<file path="src/rtl/mem_bus_arbiter_pkg.sv">
// Shared types and constants for the processor memory-port arbiter.
// Bus command encoding and tag-owner encoding used by the arbiter and its tag table.
package mem_bus_arbiter_pkg;

  localparam int MEM_NUM_TAGS     = 16;
  localparam int MEM_TAG_W        = 4;
  localparam int MEM_MAX_D_STREAK = 4;

  typedef enum logic [1:0] {
    BUS_NONE  = 2'h0,
    BUS_LOAD  = 2'h1,
    BUS_STORE = 2'h2
  } BUS_COMMAND;

  typedef enum logic [1:0] {
    OWN_NONE = 2'h0,
    OWN_I    = 2'h1,
    OWN_D    = 2'h2
  } MEM_OWNER_t;

endpackage

</file>
<file path="src/rtl/mem_bus_arbiter_tag_table.sv">
// Owner table for outstanding memory load tags: one allocate port, one free/lookup port,
// combinational pre-edge lookup and per-side in-flight counters that mirror the table contents.
module mem_bus_arbiter_tag_table
  import mem_bus_arbiter_pkg::*;
#(
  parameter int NUM_TAGS = MEM_NUM_TAGS,
  parameter int TAG_W    = MEM_TAG_W
) (
  input  logic             clock,
  input  logic             reset,
  input  logic             alloc_valid,
  input  logic [TAG_W-1:0] alloc_tag,
  input  MEM_OWNER_t       alloc_owner,
  input  logic [TAG_W-1:0] lookup_tag,
  output MEM_OWNER_t       lookup_owner,
  output logic             alloc_conflict,
  output logic [TAG_W-1:0] i_count,
  output logic [TAG_W-1:0] d_count
);

  MEM_OWNER_t       owner_q [NUM_TAGS];
  MEM_OWNER_t       owner_d [NUM_TAGS];
  logic [TAG_W-1:0] i_count_q, i_count_d;
  logic [TAG_W-1:0] d_count_q, d_count_d;
  MEM_OWNER_t       alloc_prev;
  logic             free_valid;
  logic             freed_same;

  always_comb begin
    lookup_owner   = owner_q[lookup_tag];
    alloc_prev     = owner_q[alloc_tag];
    free_valid     = (lookup_tag != '0) && (lookup_owner != OWN_NONE);
    freed_same     = free_valid && (lookup_tag == alloc_tag);
    alloc_conflict = alloc_valid && (alloc_prev != OWN_NONE) && !freed_same;

    owner_d   = owner_q;
    i_count_d = i_count_q;
    d_count_d = d_count_q;

    if (free_valid) begin
      owner_d[lookup_tag] = OWN_NONE;
      if (lookup_owner == OWN_I) i_count_d = i_count_d - TAG_W'(1);
      if (lookup_owner == OWN_D) d_count_d = d_count_d - TAG_W'(1);
    end

    // An overwrite evicts the previous owner, so its counter must drop too.
    if (alloc_valid) begin
      if (alloc_conflict) begin
        if (alloc_prev == OWN_I) i_count_d = i_count_d - TAG_W'(1);
        if (alloc_prev == OWN_D) d_count_d = d_count_d - TAG_W'(1);
      end
      owner_d[alloc_tag] = alloc_owner;
      if (alloc_owner == OWN_I) i_count_d = i_count_d + TAG_W'(1);
      if (alloc_owner == OWN_D) d_count_d = d_count_d + TAG_W'(1);
    end
  end

  always_ff @(posedge clock) begin
    if (!reset) begin
      for (int i = 0; i < NUM_TAGS; i++) owner_q[i] <= OWN_NONE;
      i_count_q <= '0;
      d_count_q <= '0;
    end else begin
      owner_q   <= owner_d;
      i_count_q <= i_count_d;
      d_count_q <= d_count_d;
    end
  end

  assign i_count = i_count_q;
  assign d_count = d_count_q;

endmodule

</file>
<file path="src/rtl/mem_bus_arbiter.sv">
// Arbitrates the single processor memory port between the I-side and D-side controllers
// and routes accept/return tags back to whichever side owns them.
module mem_bus_arbiter
  import mem_bus_arbiter_pkg::*;
#(
  parameter int NUM_TAGS     = MEM_NUM_TAGS,
  parameter int MAX_D_STREAK = MEM_MAX_D_STREAK
) (
  input  logic                 clock,
  input  logic                 reset,
  input  logic [1:0]           proc2Imem_command,
  input  logic [63:0]          proc2Imem_addr,
  input  logic [1:0]           proc2Dmem_command,
  input  logic [63:0]          proc2Dmem_addr,
  input  logic [63:0]          proc2Dmem_data,
  input  logic [MEM_TAG_W-1:0] mem2proc_response,
  input  logic [63:0]          mem2proc_data,
  input  logic [MEM_TAG_W-1:0] mem2proc_tag,
  output logic [1:0]           proc2mem_command,
  output logic [63:0]          proc2mem_addr,
  output logic [63:0]          proc2mem_data,
  output logic [MEM_TAG_W-1:0] Imem2proc_response,
  output logic [MEM_TAG_W-1:0] Dmem2proc_response,
  output logic [MEM_TAG_W-1:0] Imem2proc_tag,
  output logic [MEM_TAG_W-1:0] Dmem2proc_tag,
  output logic [63:0]          mem2proc_data_out,
  output logic [MEM_TAG_W-1:0] I_outstanding,
  output logic [MEM_TAG_W-1:0] D_outstanding,
  output logic                 arb_error
);

  localparam int SW = $clog2(MAX_D_STREAK + 1);
  localparam logic [SW-1:0] STREAK_MAX = SW'(MAX_D_STREAK);

  logic [SW-1:0] d_streak_q, d_streak_d;
  logic          arb_error_q, arb_error_d;
  logic          i_req, d_req, grant_i, grant_d, accepted;
  logic [1:0]    grant_cmd;
  logic          alloc_valid;
  MEM_OWNER_t    alloc_owner;
  MEM_OWNER_t    lookup_owner;
  logic          alloc_conflict;

  always_comb begin
    i_req     = (proc2Imem_command != BUS_NONE);
    d_req     = (proc2Dmem_command != BUS_NONE);
    grant_i   = i_req && (!d_req || (d_streak_q == STREAK_MAX));
    grant_d   = d_req && !grant_i;
    grant_cmd = grant_i ? proc2Imem_command : (grant_d ? proc2Dmem_command : BUS_NONE);
    accepted  = reset && (grant_i || grant_d) && (mem2proc_response != '0);
    alloc_valid = accepted && (grant_cmd == BUS_LOAD);
    alloc_owner = grant_i ? OWN_I : OWN_D;
  end

  always_comb begin
    proc2mem_command   = BUS_NONE;
    proc2mem_addr      = '0;
    proc2mem_data      = '0;
    Imem2proc_response = '0;
    Dmem2proc_response = '0;
    Imem2proc_tag      = '0;
    Dmem2proc_tag      = '0;
    if (reset) begin
      proc2mem_command = grant_cmd;
      if (grant_i) begin
        proc2mem_addr      = proc2Imem_addr;
        Imem2proc_response = mem2proc_response;
      end else if (grant_d) begin
        proc2mem_addr      = proc2Dmem_addr;
        Dmem2proc_response = mem2proc_response;
        if (proc2Dmem_command == BUS_STORE) proc2mem_data = proc2Dmem_data;
      end
      // Routing uses the pre-edge owner, so a same-cycle reallocation cannot steal the return.
      if (lookup_owner == OWN_I) Imem2proc_tag = mem2proc_tag;
      if (lookup_owner == OWN_D) Dmem2proc_tag = mem2proc_tag;
    end
  end

  always_comb begin
    d_streak_d = d_streak_q;
    if (!i_req) begin
      d_streak_d = '0;
    end else if (accepted && grant_i) begin
      d_streak_d = '0;
    end else if (accepted && grant_d && (d_streak_q != STREAK_MAX)) begin
      d_streak_d = d_streak_q + SW'(1);
    end

    arb_error_d = arb_error_q;
    if ((mem2proc_tag != '0) && (lookup_owner == OWN_NONE)) arb_error_d = 1'b1;
    if (alloc_conflict) arb_error_d = 1'b1;
  end

  always_ff @(posedge clock) begin
    if (!reset) begin
      d_streak_q  <= '0;
      arb_error_q <= 1'b0;
    end else begin
      d_streak_q  <= d_streak_d;
      arb_error_q <= arb_error_d;
    end
  end

  mem_bus_arbiter_tag_table #(
    .NUM_TAGS (NUM_TAGS),
    .TAG_W    (MEM_TAG_W)
  ) u_tag_table (
    .clock          (clock),
    .reset          (reset),
    .alloc_valid    (alloc_valid),
    .alloc_tag      (mem2proc_response),
    .alloc_owner    (alloc_owner),
    .lookup_tag     (mem2proc_tag),
    .lookup_owner   (lookup_owner),
    .alloc_conflict (alloc_conflict),
    .i_count        (I_outstanding),
    .d_count        (D_outstanding)
  );

  assign mem2proc_data_out = mem2proc_data;
  assign arb_error         = arb_error_q;

endmodule

</file>
<file path="config.mk">
export PLATFORM = sky130hd
export DESIGN_NAME = mem_bus_arbiter
export DESIGN_NICKNAME = d
export VERILOG_FILES = /design/src/rtl/mem_bus_arbiter_pkg.sv /design/src/rtl/mem_bus_arbiter_tag_table.sv /design/src/rtl/mem_bus_arbiter.sv
export SDC_FILE = /design/constraint.sdc
export NUM_CORES = 1
export LEC_CHECK = 0
export BUFFER_PORTS_ARGS = -buffer_cell sky130_fd_sc_hd__buf_2
export CELL_PAD_IN_SITES_DETAIL_PLACEMENT = 0
export CELL_PAD_IN_SITES_GLOBAL_PLACEMENT = 2
export CORE_AREA = 2 2 191 193
export DETAILED_ROUTE_END_ITERATION = 8
export DIE_AREA = 0 0 193 195
export PLACE_DENSITY = 0.8
export SLEW_MARGIN = 40
export SYNTH_ARGS = -nofsm -noshare
export SYNTH_HDL_FRONTEND = slang
export SYNTH_SLANG_ARGS = --single-unit
</file>
<file path="constraint.sdc">
create_clock -name clock -period 5.56 [get_ports clock]
set_clock_uncertainty 0.1 [all_clocks]
set_input_delay 1.668 -clock clock [delete_from_list [all_inputs] [get_ports clock]]
set_output_delay 1.668 -clock clock [all_outputs]
set_load 0.01 [all_outputs]
</file>
=== Word level (Yosys, flattened, before mapping) ===
Cells that the tools add are included.

* Output and inout bits: 219
* Word-level logic and storage cells: 126
* Register bits: 44
* Input port bits: 270

* Mux-type cells: 49
* Equality and inequality tests: 11
* Bitwise logic cells: 6
* Reductions and logical operators: 29
* Add/sub/neg operators: 7
* $lt $le $gt $ge: 4

{| class="wikitable"
|+ Operators with widths
! operator !! count
|-
| $mux 64 || 7
|-
| $mux 4 || 23
|-
| $mux 32 || 2
|-
| $and 32x32->32 || 1
|-
| $bwmux 32 || 1
|-
| $not 32->32 || 1
|-
| $mux 2 || 10
|-
| $bmux 2 s4 || 2
|-
| $demux 2 s4 || 2
|-
| $sub 4x1->4 const B || 4
|-
| $logic_and 1x1->1 || 15
|-
| $ge 5x5->1 const B || 2
|-
| $lt 5x1->1 const B || 2
|-
| $not 4->5 || 2
|-
| $reduce_bool 2->1 || 5
|-
| $add 4x1->4 const B || 2
|-
| $eq 2x1->1 const B || 4
|-
| $eq 2x2->1 const B || 4
|-
| $reduce_bool 4->1 || 2
|-
| $eq 4x4->1 || 1
|-
| $add 3x1->3 const B || 1
|-
| $eq 3x3->1 const B || 1
|-
| $logic_not 1->1 || 3
|-
| $ne 3x3->1 const B || 1
|-
| 5 further kinds || 8
|}

=== Longest topological paths before layout ===
* Depth after elaboration: 17
* Mapped depth: 11
* Mapped depth without buffers: 10

=== Hierarchy ===
A second synthesis with hierarchy kept.

* Cell total of the unflattened synthesis: 811
* Area total of the unflattened synthesis: 5,646.7 µm²

{| class="wikitable"
|+ By module, submodules not included
! module !! times used !! cells an instance !! area each (µm²) !! sequential area each (µm²)
|-
| mem_bus_arbiter_tag_table || 1 || 383 || 2,991.6 || 800.8
|-
| mem_bus_arbiter || 1 || 428 || 2,655.0 || 80.1
|}

=== Least setup slack after synthesis ===
No wires, ideal clock.

* Path kind: input port to output port
* Start: in mem2proc_tag[1]
* End: out Dmem2proc_tag[0]
* Path slack: 0.491 ns
* Buffers on the path: 2
* Data arrival time: 3.301 ns
* Stages: 6
* Required time: 3.792 ns
* Cells stage by stage: clkbuf_1 > clkbuf_1 > mux4_1 > mux2i_1 > o21ai_0 > nor4_1

* Longest elaborated chain between the ends: 7

{| class="wikitable"
|+ RTL lines
! what !! line !! text
|-
| from (decl) || mem_bus_arbiter.sv:18 || <nowiki>input logic [MEM_TAG_W-1:0] mem2proc_tag,</nowiki>
|-
| $not 4->5 (implied by the code) || mem_bus_arbiter_tag_table.sv:30 || <nowiki>lookup_owner = owner_q[lookup_tag];</nowiki>
|-
| $bmux 2 s4 || mem_bus_arbiter_tag_table.sv:30 ||
|-
| $mux 2 (implied by the code) (2 in series) || mem_bus_arbiter_tag_table.sv:30 ||
|-
| $eq 2x2->1 || mem_bus_arbiter.sv:75 || <nowiki>if (lookup_owner == OWN_D) Dmem2proc_tag = mem2proc_tag;</nowiki>
|-
| $mux 4 || mem_bus_arbiter.sv:75 ||
|-
| $mux 4 || mem_bus_arbiter.sv:63 || <nowiki>if (reset) begin</nowiki>
|-
| to (decl) || mem_bus_arbiter.sv:25 || <nowiki>output logic [MEM_TAG_W-1:0] Dmem2proc_tag,</nowiki>
|}

No other way between the ends. The select of a mux whose other input is x is not followed.

=== Worst setup path after layout ===
* Start: in mem2proc_tag[0]
* End: out Imem2proc_tag[0]

* Longest elaborated chain between the ends: 7

{| class="wikitable"
|+ RTL lines
! what !! line !! text
|-
| $not 4->5 (implied by the code) || mem_bus_arbiter_tag_table.sv:30 ||
|-
| $bmux 2 s4 || mem_bus_arbiter_tag_table.sv:30 ||
|-
| $mux 2 (implied by the code) (2 in series) || mem_bus_arbiter_tag_table.sv:30 ||
|-
| $eq 2x1->1 || mem_bus_arbiter.sv:74 || <nowiki>if (lookup_owner == OWN_I) Imem2proc_tag = mem2proc_tag;</nowiki>
|-
| $mux 4 (*) || mem_bus_arbiter.sv:74 ||
|-
| $mux 4 (*) || mem_bus_arbiter.sv:63 ||
|-
| to (decl) || mem_bus_arbiter.sv:24 || <nowiki>output logic [MEM_TAG_W-1:0] Imem2proc_tag,</nowiki>
|}

Mark *: on every way between the ends. The rest lies on a longest branch, timed or not. The select of a mux whose other input is x is not followed.

==> results.md <==
- Drt pass-1 iters: 7
- Post-route insts no fill: 1435
- CTS max path bufs: 2
- Worst flop-to-flop path startpoint: u_tag_table.owner_q[27]$_SDFF_PN0_
- #FFs+latches synth: 44
- Leakage power: 3.368 nW
- Hold Vio Cnt, Final: 0
- RR Endpoint: u_tag_table.i_count[3]$_SDFF_PN0_
- Mapped Area: roughly 0.005 mm2
- Max-Slew Margin vs Limit: 47.27%
- Hold Path Class: reg -> reg
- Hold WS: 378.5 ps
- Layout cells sized above 1: 42.39%
- Root buffer cell: clkbuf_16
- F_max: 188.1 MHz
- Gpl congestion: 0.8147
- Num ports: a little under 500
- Core ar.: 0.03540 mm2
- Post-synth cell types: 53
- Final Cycle Share: a little over nine tenths
- DP Wirelength: 21360 um
- Number of antenna violations at the first check in global routing: 6
- CTS resizes: 0
- Register-to-Register Setup Slack: about 2700 ps
- Synth warnings: 0
- Cell Pwr Density: around 150 mW/mm2
- Num rows: 69
- # clock sinks: 44
- Die area: 0.03764 mm2
- WL per Instance: ~18 um
- Max-cap violations: 0
- Post-synth EDFFs: 0
- Global route overflow: 0
- GRT Total Usage: 13.05%
- H-tree Lvls: 2
- Inserted Clock Buffers: 5
- Routed Antenna Nets: 0
- CP max-delay cell: mux4_1
- Placed cell area: 0.006812 mm2
- Starting Density: between 10% and 20%
- CP arrival: 3550 ps
- CP endpoint: Imem2proc_tag[0]
- Unrepaired setup endpoints after global routing: no
- Pins over their slew limit: 0
- Register area share after synthesis: 17.68%
- # nets final: between 1000 and 1500
- Clock latency on the worst-skew pair: 290 ps
- Commonest cells after routing, fill and taps aside: buf_2, nor2_1, and2_1, nand2_1, a22oi_1
- Final wirelength: roughly 26000 um
- Initial DRC Count: 376
- Worst Path Required: 3790 ps
- Minimum clock period: 5317 ps
- Worst Max-Slew Pin Slew: around 800 ps
- Setup crit start kind: primary input
- Worst R2R Path Depth: 8
- Synthesized net count: 986
- CTS Hold Bufs: 0
- Post-CTS Setup Bufs: 0
- Crit-path cells: clkbuf_4 > mux4_1 > mux2i_1 > nor2_1 > a21oi_1 > nand3_1 > nor2_1 > buf_2
- Final core utilization: 19.77%
- Clock-pin slew of the registers on the worst-case setup and hold paths: approximately 70 ps
- Cells after Synth: just over 700
- Drt via density: 4.270
- Leading cell type in the layout, fill and taps excluded: buf_2
- CP Capture Type: primary output
- Setup CP Type: in -> out
- Post-synth top flop: dfxtp_1
- Pre-CTS WS: between 150 and 200 ps
- Final worst slack: around 240 ps
- Area Overhead vs Synth: 40.47%
- Vias in the first global route: ~5800
- Die X: 193 um
- CTS tree: done
- Crit path largest cell delay: 620 ps
- Die height: 195 um
- Port bufs: 360
- Syn avg cell area: around 7.0 um2
- Power, Total: about 1.0 mW
- CP startpoint: mem2proc_tag[0]
- Remaining DRCs: 0
- Peak VDD IR: 0.0001087 V
- Outcome: finished clean
- Placed Instances: 1425
- Routed via count: about 6000
- Setup TNS: 0 ps
- # setup viols final: 0
- First-pass GRT wire length: 37120 um
- Async S/R FF share, synth: 0%
- Critical Path Most Common Cell: nor2_1
- Largest net degree at the start of global routing: 71
- Critical Path Fanout Max: 18
- Design area: 0.006997 mm2
cells by family after synthesis:
logic type      Yosys count  synth area share [%]
buf+inv                 132                 15.12
simple gates            351                 34.44
mux                      30                 11.18
flops                    44                 17.68
fa+ha+maj                 4                 1.005
compound gates          141                 18.81
xor+xnor                 10                 1.758
worst max-delay path, delay by kind of cell:
kind	cells	cell delay [ps]
muxes	2	950
and+or+nand+nor	3	350
AOI/OAI and AO/OA	1	180
buffers and inverters	2	400
synth_stat cells, types with 8 or more instances:
library cell	instances	share of area, %
inv_1	10	0.75
clkbuf_1	51	3.8
dfxtp_1	44	18
mux4_2	12	5.4
a22oi_1	64	9.6
nor3_1	11	1.1
mux2i_1	8	1.6
nor2_1	105	7.9
nand4_1	13	1.6
buf_4	64	9.6
nand2_1	68	5.1
nand3_1	48	4.8
a21oi_1	45	4.5
and3_1	12	1.5
and2_1	68	8.5
per-layer routing:
| metal | routed length, um | track usage, % | share of wire (%) | vias to the layer above |
|---|---|---|---|---|
| met1 | 11610 | 18.12 | 45 | 2881 |
| met2 | 11960 | 20.87 | 47 | 240 |
| li1 | - | - | - | 2970 |
| met4 | 385 | 2.890 | 1.5 | 10 |
| met3 | 1533 | 2.462 | 6.0 | 27 |
| met5 | 68 | 0 | 0.27 | - |
worst min-delay path by stage:
| stage | start | to | slack [ps] | cells after the start |
|---|---|---|---|---|
| detailed placement | d_streak_q[1]$_SDFFE_PP0P_ | d_streak_q[1]$_SDFFE_PP0P_ | 370 | 2 |
| floorplan | u_tag_table.owner_q[30]$_SDFF_PN0_ | u_tag_table.owner_q[30]$_SDFF_PN0_ | 340 | 1 |
| CTS | d_streak_q[1]$_SDFFE_PP0P_ | d_streak_q[1]$_SDFFE_PP0P_ | 380 | 2 |
| global placement | d_streak_q[1]$_SDFFE_PP0P_ | d_streak_q[1]$_SDFFE_PP0P_ | 370 | 2 |
| finish | d_streak_q[1]$_SDFFE_PP0P_ | d_streak_q[1]$_SDFFE_PP0P_ | 380 | 2 |
| global route | u_tag_table.owner_q[1]$_SDFF_PN0_ | u_tag_table.owner_q[1]$_SDFF_PN0_ | 410 | 2 |
state kept, by name, indices dropped and copies added, names as in the netlist:
register	cells
arb_error	1
d_streak_q	3
u_tag_table.owner_q	32
u_tag_table.d_count	4
u_tag_table.i_count	4
where the power goes:
group	internal (mW)	leakage, nW	switching (mW)
registers	0.319	0.355	0.00439
logic	0.150	2.93	0.216
clock network	0.225	0.0871	0.135
final cells by class:
cell class | count | area (um2)
Antenna cell | 2 | 5.005
Inverter | 12 | 46.29
Clock inverter | 2 | 38.79
Multi-Input combinational cell | 536 | 3378
Clock buffer | 6 | 138.9
Sequential cell | 44 | 880.8
Tap cell | 461 | 576.8
Timing Repair Buffer | 372 | 1932
Fill cell | 4114 | 28400
(Power assumes the default switching activity.)
